[config.mk]
export PLATFORM = sky130hd
export DESIGN_NAME = lite16_lsu
export DESIGN_NICKNAME = d
export VERILOG_FILES = /design/src/rtl/lite16_lsu.sv
export SDC_FILE = /design/constraint.sdc
export NUM_CORES = 1
export LEC_CHECK = 0
export ABC_AREA = 1
export BUFFER_PORTS_ARGS = -buffer_cell sky130_fd_sc_hd__buf_2
export CAP_MARGIN = 20
export CELL_PAD_IN_SITES_DETAIL_PLACEMENT = 1
export CELL_PAD_IN_SITES_GLOBAL_PLACEMENT = 1
export CORE_MARGIN = 1
export CORE_UTILIZATION = 34
export CTS_CLUSTER_SIZE = 28
export DETAILED_ROUTE_END_ITERATION = 7
export PLACE_DENSITY = 0.91
export RECOVER_POWER = 100
export REMOVE_ABC_BUFFERS = 1
export SLEW_MARGIN = 20
export SYNTH_ARGS = -nofsm -noshare
export SYNTH_HDL_FRONTEND = slang
export SYNTH_SLANG_ARGS = --single-unit
[constraint.sdc]
create_clock -name clk -period 1.7 [get_ports clk]
set_input_delay 0.17 -clock clk [delete_from_list [all_inputs] [get_ports clk]]
set_output_delay 0.17 -clock clk [all_outputs]
set_load 0.02 [all_outputs]
[src/rtl/lite16_lsu.sv]
`default_nettype none
// ============================================================================
// Module   : lite16_lsu
// Brief    : LITE-16 load/store unit; forms base+offset addresses, drives the
//            data RAM and returns load data over a valid/ready handshake.
// Revision : 1.0
// ============================================================================
module lite16_lsu #(
    parameter int          OFF_W     = 6,
    parameter int          RD_W      = 4,
    parameter int unsigned MEM_WORDS = 65536
) (
    input  logic             clk,
    input  logic             rst,
    input  logic             req_valid,
    output logic             req_ready,
    input  logic             req_store,
    input  logic [15:0]      req_base,
    input  logic [OFF_W-1:0] req_off,
    input  logic [15:0]      req_wdata,
    input  logic [RD_W-1:0]  req_rd,
    output logic [15:0]      mem_address,
    output logic [15:0]      mem_data_in,
    output logic             mem_store,
    output logic             mem_load,
    input  logic [15:0]      mem_data_out,
    output logic             wb_valid,
    input  logic             wb_ready,
    output logic [RD_W-1:0]  wb_rd,
    output logic [15:0]      wb_data,
    output logic             fault
);

    localparam logic [2:0] S_IDLE    = 3'd0;
    localparam logic [2:0] S_STORE   = 3'd1;
    localparam logic [2:0] S_LOAD    = 3'd2;
    localparam logic [2:0] S_CAPTURE = 3'd3;
    localparam logic [2:0] S_RESP    = 3'd4;

    logic [2:0]      r_state;
    logic [2:0]      w_next;
    logic [15:0]     r_mem_address;
    logic [15:0]     r_mem_data_in;
    logic [RD_W-1:0] r_rd;
    logic [RD_W-1:0] r_wb_rd;
    logic [15:0]     r_wb_data;
    logic            r_fault;

    logic [15:0]     w_off_ext;
    logic [15:0]     w_ea;
    logic            w_accept;
    logic            w_in_range;

    assign w_off_ext  = {{(16-OFF_W){req_off[OFF_W-1]}}, req_off};
    assign w_ea       = req_base + w_off_ext;
    assign w_accept   = req_valid && (r_state == S_IDLE);
    assign w_in_range = {16'd0, w_ea} < MEM_WORDS;

    always_comb begin
        w_next = r_state;
        case (r_state)
            S_IDLE: begin
                if (w_accept && w_in_range) begin
                    w_next = req_store ? S_STORE : S_LOAD;
                end
            end
            S_STORE:   w_next = S_IDLE;
            S_LOAD:    w_next = S_CAPTURE;
            S_CAPTURE: w_next = S_RESP;
            S_RESP: begin
                if (wb_ready) begin
                    w_next = S_IDLE;
                end
            end
            default:   w_next = S_IDLE;
        endcase
    end

    // Address/data registers only move on a legal accept so they hold otherwise.
    always_ff @(posedge clk) begin
        if (rst) begin
            r_state       <= S_IDLE;
            r_mem_address <= 16'd0;
            r_mem_data_in <= 16'd0;
            r_rd          <= '0;
            r_wb_rd       <= '0;
            r_wb_data     <= 16'd0;
            r_fault       <= 1'b0;
        end else begin
            r_state <= w_next;
            r_fault <= w_accept && !w_in_range;
            if (w_accept && w_in_range) begin
                r_mem_address <= w_ea;
                r_rd          <= req_rd;
                if (req_store) begin
                    r_mem_data_in <= req_wdata;
                end
            end
            if (r_state == S_CAPTURE) begin
                r_wb_data <= mem_data_out;
                r_wb_rd   <= r_rd;
            end
        end
    end

    // RAM strobes are gated by rst so an in-flight access aborts in that cycle.
    assign req_ready   = (r_state == S_IDLE);
    assign mem_store   = (r_state == S_STORE) && !rst;
    assign mem_load    = (r_state == S_LOAD) && !rst;
    assign mem_address = r_mem_address;
    assign mem_data_in = r_mem_data_in;
    assign wb_valid    = (r_state == S_RESP);
    assign wb_rd       = r_wb_rd;
    assign wb_data     = r_wb_data;
    assign fault       = r_fault;

endmodule
`default_nettype wire

==> reports/results.ini <==
[logic_synthesis]
yosysUniqueCellTypes = 33
ys_top_cells_by_count = nand2_1, dfxtp_1, inv_1, nor2_1, o21ai_0
synth_edf_count = 0
synth_compound_area_share_pct = 14.2
seq_area_frac_synth_pct = 36.4
synth.most_common_cell = nand2_1
netlist_instances = 452
synth-xor-area-share_pct = 0.810
synth_top_family_by_area = simple AND/OR/NAND/NOR gates
synthTopCellsByArea = dfxtp_1, nand2_1, inv_1, nor2_1, ha_1
synth-async-reset-ratio_pct = 0
ys_warn_count = 0
synthMuxAreaShare_pct = 0
synth_ff_type = dfxtp_1
syn_avg_cell_area_um2 = 7.17
synth_fa_ha_area_share_pct = 6.41
yosysTopAreaCell = dfxtp_1
synth_top_area_share_pct = 36.4
yosys.area_share.simple_pct = 31.0
synth_area_um2 = 3240
synth_seq_cells = 59

[pwr]
pwr-share-comb_pct = 25.5
power.density_nw_per_um2 = 903
vdd_drop_max_v = 0.000448
power_frac_seq_pct = 42.7
intPower_mw = 2.37
p_clk_share_pct = 31.8
p_switching_mw = 1.23
switching_share_pct = 34.2
leakage_nw = 1.89

[clock_tree]
clkSinkCount = 59
htreeDepth = 3
cts_resized = 0
cts_tree = built
cts-root-buf = clkbuf_8
hold_buffers = 0
post_cts_buffers = 0
numCtsBuffers = 9
clk_pin_slew_ns = 0.07
clock_latency_ns = 0.33
cts_buffer_depth = 2

[critical_path]
cp_slowest_stage_delay_ns = 0.35
r2r-end = mem_data_in[2]
crit_fanout = 17
crit_slowest_cell = dfxtp_1
end_kind = register
required_ns = 1.96
crit_type = reg -> reg
cp_cell_sequence = nor2_1 > nand2_2 > inv_4 > nand2_8 > inv_4 > buf_4 > nand3_1 > a21oi_2
reg2reg_slack_ns = 0.20
worstPathArrival_ns = 1.76
r2r_cells = 8
r2r-start = r_state[0]
startpoint_type = register
path_common_cell = inv_4
setup.worst_path.start = r_state[0]

[sta]
hold_viol = 0
grt_setup_unrepaired = false
period_minus_slack_ns = 1.50
max_freq_mhz = 668
timing.final.crit_share_pct = 88.0
hold_slack_ns = 0.0956
slew_violations = 0
fin_skew_ns = 0.00876
finalSetupViolations = 0

[final_layout]
multi_input_area_um2 = 1640
nets = 651
drive_gt1_share_pct = 19.2
diodes = 0
final-seq-area_um2 = 1180
syn_to_final_growth_pct = 22.9
final.fill_count = 1257
instances_no_fill = 706

[placement]
dp.final_hpwl_mm = 7.53
io_buffers = 118
gp_congestion = 0.858
dp_cells = 690

[route]
vias_per_cell = 4.73
drc_errors = 0
num_vias = 3336
first_pass_iters = 4
drt_iter0_drc = 56
routedWlPerCell_um = 13.4
antenna_left = 0
wl_mm = 9.47

[min_path]
min_path_type = in -> reg
holdPathStages = 3
min_delay_worst_endpoint = mem_data_in[13]
holdCritStartpoint = req_wdata[13]

[die]
fp-row-count = 35
ios = 120
die_y_um = 99.6
die_area_um2 = 9930
core-area_um2 = 9240
die_x_um = 99.6
initial_utilization_pct = 35.1

[status]
status = complete, no violations

[grt]
antenna_found_initial = 0
grt_pass1_vias = 3386
grt_pass1_wl_mm = 15.2
grt_overflow = 0
grt_max_degree = 35
track_usage_pct = 19.2

[job]
max_cap_violations = 0

-- sequential cells by signal, indices dropped and copies added, names as in the netlist --
name,count
wb_data,16
r_state,3
wb_rd,4
r_rd,4
mem_address,16
mem_data_in,16
-- worst max path at each step --
stage	slack [ns]	cells past startpoint	endpoint
2_1_floorplan	0.17	8	mem_data_in[0]
3_3_place_gp	-0.02	12	mem_address[12]
3_5_place_dp	-0.08	12	mem_address[12]
4_1_cts	0.24	8	mem_data_in[2]
5_1_grt	0.12	8	mem_data_in[12]
6_report	0.20	8	mem_data_in[2]
-- layout make-up --
| type | count | share of cell area, % |
|---|---|---|
| Clock inverter | 6 | 1.04 |
| Inverter | 58 | 5.59 |
| Timing Repair Buffer | 128 | 15.1 |
| Clock buffer | 10 | 3.45 |
| Sequential cell | 59 | 29.6 |
| Multi-Input combinational cell | 316 | 41.1 |
| Tap cell | 129 | 4.05 |
-- layout by cell type (no fill, tap or decap), drive strengths merged --
cell type	instances
a211oi	1
a21oi	34
and2	1
buf	69
clkbuf	69
clkinv	3
clkinvlp	3
conb	1
dfxtp	59
fa	1
ha	15
inv	58
nand2	114
nand3	40
nand3b	1
nand4	1
nor2	57
nor3	5
nor4	1
o211ai	3
o21a	9
o21ai	27
or2	2
xnor2	1
xor2	2
-- metrics by stage --
stage	power (mW)	TNS, ns	util (%)	worst slack [ns]	instance area [um2]
after detailed placement	2.53	-0.201	42.7	-0.0802	3950
after global placement	2.48	-0.0195	42.7	-0.0178	3950
after global routing	3.81	0	43.1	0.119	3990
after CTS	3.70	0	44.6	0.236	4120
final	3.60	0	43.1	0.204	3990
after floorplan	2.15	0	-	0.173	3110
-- routing by layer --
| layer | vias to the layer above | part of all wire [%] | GRT usage [%] |
|---|---|---|---|
| met2 | 87 | 51 | 37.2 |
| met4 | 0 | 1.1 | 5.20 |
| met3 | 11 | 4.1 | 4.22 |
| met5 | - | 0 | 0 |
| met1 | 1563 | 43 | 20.9 |
| li1 | 1675 | - | - |
-- worst max-delay path: cells and delay by family, from the launching register on --
family | cells | cell delay (ns)
simple gates | 4 | 0.52
buf+inv | 3 | 0.42
flops | 1 | 0.35
compound gates | 1 | 0.16
-- kinds of logic (layout without fill, tap and decap cells) --
logic type,Yosys count,in the layout
AND/OR/NAND/NOR,222,222
XOR/XNOR,3,3
flip-flops,59,59
AO/OA/AOI/OAI,74,74
other,1,1
buffers and inverters,77,202
adder cells (fa/ha/maj),16,16
-- power by group through the flow --
stage	logic (mW)	clock network, mW	registers, mW
floorplan	0.493	0	1.66
global placement	0.925	0	1.56
detailed placement	0.966	0	1.56
CTS	0.974	1.19	1.53
global route	1.03	1.24	1.55
finish	0.919	1.14	1.53
Note: power is estimated with default switching activity, not from simulation.
